`src/rtl/testname_pkg.sv`:
```
// Shared constants for the testname control/status block: register map,
// ID value, CTRL bit positions and CMP reset value.
package testname_pkg;

    localparam logic [9:0]  ADDR_ID      = 10'h000;
    localparam logic [9:0]  ADDR_CTRL    = 10'h004;
    localparam logic [9:0]  ADDR_SCRATCH = 10'h008;
    localparam logic [9:0]  ADDR_COUNT   = 10'h00C;
    localparam logic [9:0]  ADDR_STAT    = 10'h010;
    localparam logic [9:0]  ADDR_CMP     = 10'h014;

    typedef logic [2:0] reg_idx_t;

    localparam reg_idx_t    IDX_ID       = ADDR_ID[4:2];
    localparam reg_idx_t    IDX_CTRL     = ADDR_CTRL[4:2];
    localparam reg_idx_t    IDX_SCRATCH  = ADDR_SCRATCH[4:2];
    localparam reg_idx_t    IDX_COUNT    = ADDR_COUNT[4:2];
    localparam reg_idx_t    IDX_STAT     = ADDR_STAT[4:2];
    localparam reg_idx_t    IDX_CMP      = ADDR_CMP[4:2];
    localparam reg_idx_t    IDX_LIMIT    = 3'd6;

    localparam logic [31:0] ID_VALUE     = 32'h7E57_0001;
    localparam logic [31:0] CMP_RESET    = 32'hFFFF_FFFF;

    localparam int          CTRL_EN      = 32'd0;
    localparam int          CTRL_IRQ_EN  = 32'd1;
    localparam int          CTRL_CLR     = 32'd2;
    localparam int          STAT_MATCH   = 32'd0;

endpackage

```
`src/rtl/testname_apb_if.sv`:
```
// APB phase decoder: produces write/read strobes, the word index and the
// registered error response shown during the access phase.
module testname_apb_if
    import testname_pkg::*;
#(
    parameter int AWIDTH = 10
) (
    input  logic              clk,
    input  logic              rst_n,
    input  logic              psel_i,
    input  logic              penable_i,
    input  logic              pwrite_i,
    input  logic [AWIDTH-1:0] paddr_i,
    output logic              wr_en_o,
    output logic              rd_en_o,
    output reg_idx_t          addr_idx_o,
    output logic              mapped_o,
    output logic              pslverr_o
);

    logic setup_s;
    logic access_s;
    logic err_s;
    logic pslverr_d;
    logic pslverr_q;

    // Phase and address decode; the error flag is captured at setup so it is stable for the whole access phase
    always_comb begin
        setup_s    = psel_i & ~penable_i;
        access_s   = psel_i & penable_i;
        addr_idx_o = paddr_i[4:2];
        mapped_o   = (paddr_i[AWIDTH-1:5] == '0) && (paddr_i[4:2] < IDX_LIMIT);
        err_s      = ~mapped_o | (pwrite_i & ((addr_idx_o == IDX_ID) | (addr_idx_o == IDX_COUNT)));
        wr_en_o    = access_s & pwrite_i & ~err_s;
        rd_en_o    = setup_s & ~pwrite_i;
        pslverr_d  = setup_s & err_s;
    end

    // Error response register
    always_ff @(posedge clk or negedge rst_n) begin
        if (!rst_n) begin
            pslverr_q <= 1'b0;
        end else begin
            pslverr_q <= pslverr_d;
        end
    end

    assign pslverr_o = pslverr_q;

endmodule

```
`src/rtl/testname_regs.sv`:
```
// Register bank, free-running counter and compare-match interrupt for the
// testname function, attached to APB as a zero-wait-state slave.
module testname_regs
    import testname_pkg::*;
#(
    parameter int DWIDTH = 32,
    parameter int AWIDTH = 10
) (
    input  logic              clk,
    input  logic              rst_n,
    input  logic              psel,
    input  logic              penable,
    input  logic              pwrite,
    input  logic [AWIDTH-1:0] paddr,
    input  logic [DWIDTH-1:0] pwdata,
    output logic [DWIDTH-1:0] prdata,
    output logic              pready,
    output logic              pslverr,
    output logic              irq
);

    logic              wr_en_s;
    logic              rd_en_s;
    reg_idx_t          addr_idx_s;
    logic              mapped_s;

    logic              wr_ctrl_s;
    logic              wr_scratch_s;
    logic              wr_stat_s;
    logic              wr_cmp_s;
    logic              match_set_s;

    logic              en_d,       en_q;
    logic              irq_en_d,   irq_en_q;
    logic [DWIDTH-1:0] scratch_d,  scratch_q;
    logic [DWIDTH-1:0] count_d,    count_q;
    logic [DWIDTH-1:0] cmp_d,      cmp_q;
    logic              match_d,    match_q;
    logic [DWIDTH-1:0] prdata_d,   prdata_q;

    testname_apb_if #(.AWIDTH(AWIDTH)) u_apb_if (
        .clk        (clk),
        .rst_n      (rst_n),
        .psel_i     (psel),
        .penable_i  (penable),
        .pwrite_i   (pwrite),
        .paddr_i    (paddr),
        .wr_en_o    (wr_en_s),
        .rd_en_o    (rd_en_s),
        .addr_idx_o (addr_idx_s),
        .mapped_o   (mapped_s),
        .pslverr_o  (pslverr)
    );

    // Next-state logic for the register bank, counter, match flag and read data
    always_comb begin
        wr_ctrl_s    = wr_en_s & (addr_idx_s == IDX_CTRL);
        wr_scratch_s = wr_en_s & (addr_idx_s == IDX_SCRATCH);
        wr_stat_s    = wr_en_s & (addr_idx_s == IDX_STAT);
        wr_cmp_s     = wr_en_s & (addr_idx_s == IDX_CMP);
        match_set_s  = en_q & (count_q == cmp_q);

        en_d      = en_q;
        irq_en_d  = irq_en_q;
        scratch_d = scratch_q;
        count_d   = count_q;
        cmp_d     = cmp_q;
        match_d   = match_q;
        prdata_d  = prdata_q;

        if (wr_ctrl_s) begin
            en_d     = pwdata[CTRL_EN];
            irq_en_d = pwdata[CTRL_IRQ_EN];
        end else begin
            en_d     = en_q;
            irq_en_d = irq_en_q;
        end

        if (wr_scratch_s) begin
            scratch_d = pwdata;
        end else begin
            scratch_d = scratch_q;
        end

        if (wr_cmp_s) begin
            cmp_d = pwdata;
        end else begin
            cmp_d = cmp_q;
        end

        // CLR beats increment; the counter compares its pre-increment value
        if (wr_ctrl_s && pwdata[CTRL_CLR]) begin
            count_d = '0;
        end else if (en_q) begin
            count_d = count_q + DWIDTH'(1'b1);
        end else begin
            count_d = count_q;
        end

        if (match_set_s) begin
            match_d = 1'b1;
        end else if (wr_stat_s && pwdata[STAT_MATCH]) begin
            match_d = 1'b0;
        end else begin
            match_d = match_q;
        end

        if (rd_en_s && mapped_s) begin
            case (addr_idx_s)
                IDX_ID:      prdata_d = DWIDTH'(ID_VALUE);
                IDX_CTRL:    prdata_d = {{(DWIDTH-2){1'b0}}, irq_en_q, en_q};
                IDX_SCRATCH: prdata_d = scratch_q;
                IDX_COUNT:   prdata_d = count_q;
                IDX_STAT:    prdata_d = {{(DWIDTH-1){1'b0}}, match_q};
                IDX_CMP:     prdata_d = cmp_q;
                default:     prdata_d = '0;
            endcase
        end else if (rd_en_s) begin
            prdata_d = '0;
        end else begin
            prdata_d = prdata_q;
        end
    end

    // State registers
    always_ff @(posedge clk or negedge rst_n) begin
        if (!rst_n) begin
            en_q      <= 1'b0;
            irq_en_q  <= 1'b0;
            scratch_q <= '0;
            count_q   <= '0;
            cmp_q     <= DWIDTH'(CMP_RESET);
            match_q   <= 1'b0;
            prdata_q  <= '0;
        end else begin
            en_q      <= en_d;
            irq_en_q  <= irq_en_d;
            scratch_q <= scratch_d;
            count_q   <= count_d;
            cmp_q     <= cmp_d;
            match_q   <= match_d;
            prdata_q  <= prdata_d;
        end
    end

    assign prdata = prdata_q;
    assign pready = 1'b1;
    assign irq    = irq_en_q & match_q;

endmodule

```
`config.mk`:
```
export PLATFORM = sky130hd
export DESIGN_NAME = testname_regs
export DESIGN_NICKNAME = d
export VERILOG_FILES = /design/src/rtl/testname_pkg.sv /design/src/rtl/testname_apb_if.sv /design/src/rtl/testname_regs.sv
export SDC_FILE = /design/constraint.sdc
export NUM_CORES = 1
export LEC_CHECK = 0
export CELL_PAD_IN_SITES_DETAIL_PLACEMENT = 0
export CELL_PAD_IN_SITES_GLOBAL_PLACEMENT = 1
export CORE_ASPECT_RATIO = 2
export CORE_MARGIN = 4
export CORE_UTILIZATION = 44
export CTS_CLUSTER_DIAMETER = 100
export CTS_CLUSTER_SIZE = 24
export DETAILED_ROUTE_END_ITERATION = 12
export GPL_ROUTABILITY_DRIVEN = 0
export GPL_TIMING_DRIVEN = 0
export PLACE_DENSITY_LB_ADDON = 0.1
export SLEW_MARGIN = 20
export SYNTH_ARGS = -nofsm -noshare
export SYNTH_HDL_FRONTEND = slang
export SYNTH_SLANG_ARGS = --single-unit
```
`constraint.sdc`:
```
create_clock -name clk -period 2.4 [get_ports clk]
set_input_delay 0.48 -clock clk [delete_from_list [all_inputs] [get_ports clk]]
set_output_delay 0.48 -clock clk [all_outputs]
set_load 0.01 [all_outputs]
```
==> results.toml <==
[run_status]
outcome = "finished, final reports clean"

[yosys]
yosys_warnings = 0
synth_area_per_cell_sq_um = 11.3
synthCells = 582
synth_top_flop_cell = "dfrtp_1"
synthArstFlopShare_pct = 100
syn_nets = 630
yosysSeqAreaShare_pct = 51.0
synth_cell_type_count = 43
syn_area_sq_mm = 0.00655
synth_seq_cells = 132
synth_edf_count = 0

[layout]
diodes = 0
syn_to_final_growth_pct = 26.6
final_cell_mix = "dfrtp_1 (100), clkdlybuf4s50_1 (77), xor2_1 (42)"
nNetsFinal = 733
final_common_cell = "dfrtp_1"
regArea_sq_mm = 0.00334
final_util_pct = 57.2
final_cells = 890
fill_cells = 1283
multi_input_area_sq_mm = 0.00302
drive_above_1_share_pct = 19.1
fin_area_sq_mm = 0.00829

[clocking]
htree_num_levels = 4
insertion_delay_ns = 0.42
cts_sinks = 132
cts_tree = "done"
clockBufferDepth = 2
path_clk_slew_ns = 0.06
root_buffer = "clkbuf_16"
numCtsBuffers = 17

[flow_run]
drv_cap = 0

[sta]
finalCriticalPeriod_ns = 2.35
finalSetupViolCount = 0
fin_ws_ns = 0.0455
relSlewSlack_pct = 55.5
min_period_over_period_pct = 98.1
rsz0062_at_grt = "true"
max_freq_mhz = 425
final_max_slew_viol_count = 0
clock-skew-final_ns = 0.00721
finalHoldViolCount = 0
tightest_slew_ns = 0.668

[global_route]
grt_pass1_vias = 5489
grt-ovfl-total = 0
grt_max_degree = 97
grtUsageTotal_pct = 22.8
antenna_found_initial = 0
grt_pass1_wl_um = 29700

[power]
p_per_area_mw_per_mm2 = 781
cellLeakagePower_uw = 0.00345
total_power_uw = 6480
ir_worst_vdd_uv = 478

[hold_path]
hold_path.class = "reg2reg"
min_path_cells = 1

[route]
vias_per_cell = 5.70
first_iter_violations = 245
dr.pass1.iters = 5
wl_per_cell_um = 21.0
drt-total-wl_um = 18700
ant_nets = 0
post-route-drc-count = 0
vias = 5070

[floorplan]
num_rows = 62
fp.dieW_um = 94.3
dieArea_sq_mm = 0.0170
start_util_pct = 45.2
die_h_um = 181
core_area_sq_mm = 0.0145
num_io_pins = 82

[worst_setup_path]
crit_fanout = 10
setup.worst_path.end = "scratch_q[5]"
regToRegEndpoint = "count_q[26]"
r2r_cells = 7
cp_slowest_cell = "clkdlybuf4s50_1"
r2r_start = "count_q[1]"
cp_data_required_time_ns = 2.69
arrival_ns = 2.65
start_kind = "input port"
slowest_delay_ns = 0.52
cp-end-kind = "register"
crit_type = "in2reg"
r2r_slack_ns = 0.14
crit_chain = "clkdlybuf4s50_1 -> nand2b_1 -> clkbuf_1 -> nor4_4 -> buf_4 -> mux2_1"
timing.critical_path.from = "paddr[4]"

[placed_design]
placed_cell_area_sq_mm = 0.00761
hpwl_um = 13700
dp_slack_ns = -0.692
placedCellCount = 853
portBuffers = 78
[worst max-delay path, delay by kind of cell]
| family | cells | cell delay [ns] |
|---|---|---|
| buf+inv | 3 | 1.10 |
| simple gates | 2 | 0.69 |
| mux | 1 | 0.36 |
[area by class of cell]
class | instances | area share [%]
Clock buffer | 19 | 5.34
Tap cell | 192 | 2.90
Sequential cell | 132 | 40.3
Buffer | 45 | 2.47
Inverter | 3 | 0.136
Timing Repair Buffer | 84 | 10.3
Clock inverter | 13 | 2.10
Multi-Input combinational cell | 402 | 36.5
[worst min-delay path by stage]
stage,from,endpoint,slack [ns]
detailed placement,rst_n,u_apb_if.pslverr_o,0.37
floorplan,rst_n,count_q[0],0.18
global route,scratch_q[28],scratch_q[28],0.50
global placement,scratch_q[25],scratch_q[25],0.46
finish,scratch_q[29],scratch_q[29],0.48
CTS,scratch_q[28],scratch_q[28],0.48
[cell usage after synthesis, types with 12 or more instances]
master	n	area [sq um]
mux2i_1	21	210
xor2_1	42	368
clkbuf_1	31	116
a22o_1	32	280
or4_1	12	90.1
dfrtp_1	100	2500
mux2_2	37	417
mux2_1	30	338
nand2_1	32	120
o31ai_1	12	90.1
nor2_1	16	60.1
nand3_1	13	65.1
dfstp_2	32	841
o21ai_0	28	140
nor2b_1	13	81.3
a21oi_1	41	205
[per-stage QoR]
| step | setup TNS [ns] | hold slack [ns] |
|---|---|---|
| 6_report | 0 | 0.481 |
| 4_1_cts | 0 | 0.481 |
| 3_5_place_dp | -57.45 | 0.375 |
| 3_3_place_gp | -561.64 | 0.459 |
| 2_1_floorplan | 0 | 0.184 |
| 5_1_grt | -0.324 | 0.497 |
[repair_timing]
item,4_1_cts,5_1_grt
cloned,0,0
pin swaps,2,1
gates resized for setup,3,14
endpoints found under the setup margin,90,96
hold buffers,1,0
setup buffers,2,2
hold endpoints to repair,26,0
[registers in the layout (all words and copies together), names as in the netlist]
signal / count
scratch_q: 32
irq_en_q: 1
en_q: 1
count_q: 32
prdata: 32
cmp_q: 32
match_q: 1
u_apb_if.pslverr_o: 1
[layer usage]
metal  vias up  wire [um]  track usage, %
li1       2320          -               -
met1      2589       7110            25.3
met2       128      10500            42.1
met3        33        576            3.59
met4         0        546            8.74
met5         -          0               0
[power by group]
part	total (uW)	switching, uW	internal (uW)
Sequential	2600	238	2370
Clock	2750	1060	1680
Combinational	1130	692	437
[cell families after synthesis]
group | after synthesis | share of synthesized area, %
XOR/XNOR | 46 | 6.15
buffers and inverters | 48 | 3.15
AND/OR/NAND/NOR | 137 | 11.9
multiplexers | 88 | 14.7
AO/OA/AOI/OAI | 129 | 12.8
other | 1 | 0.0572
adder cells (fa/ha/maj) | 1 | 0.191
flip-flops | 132 | 51.0
Power figures use the tool's default switching activity.
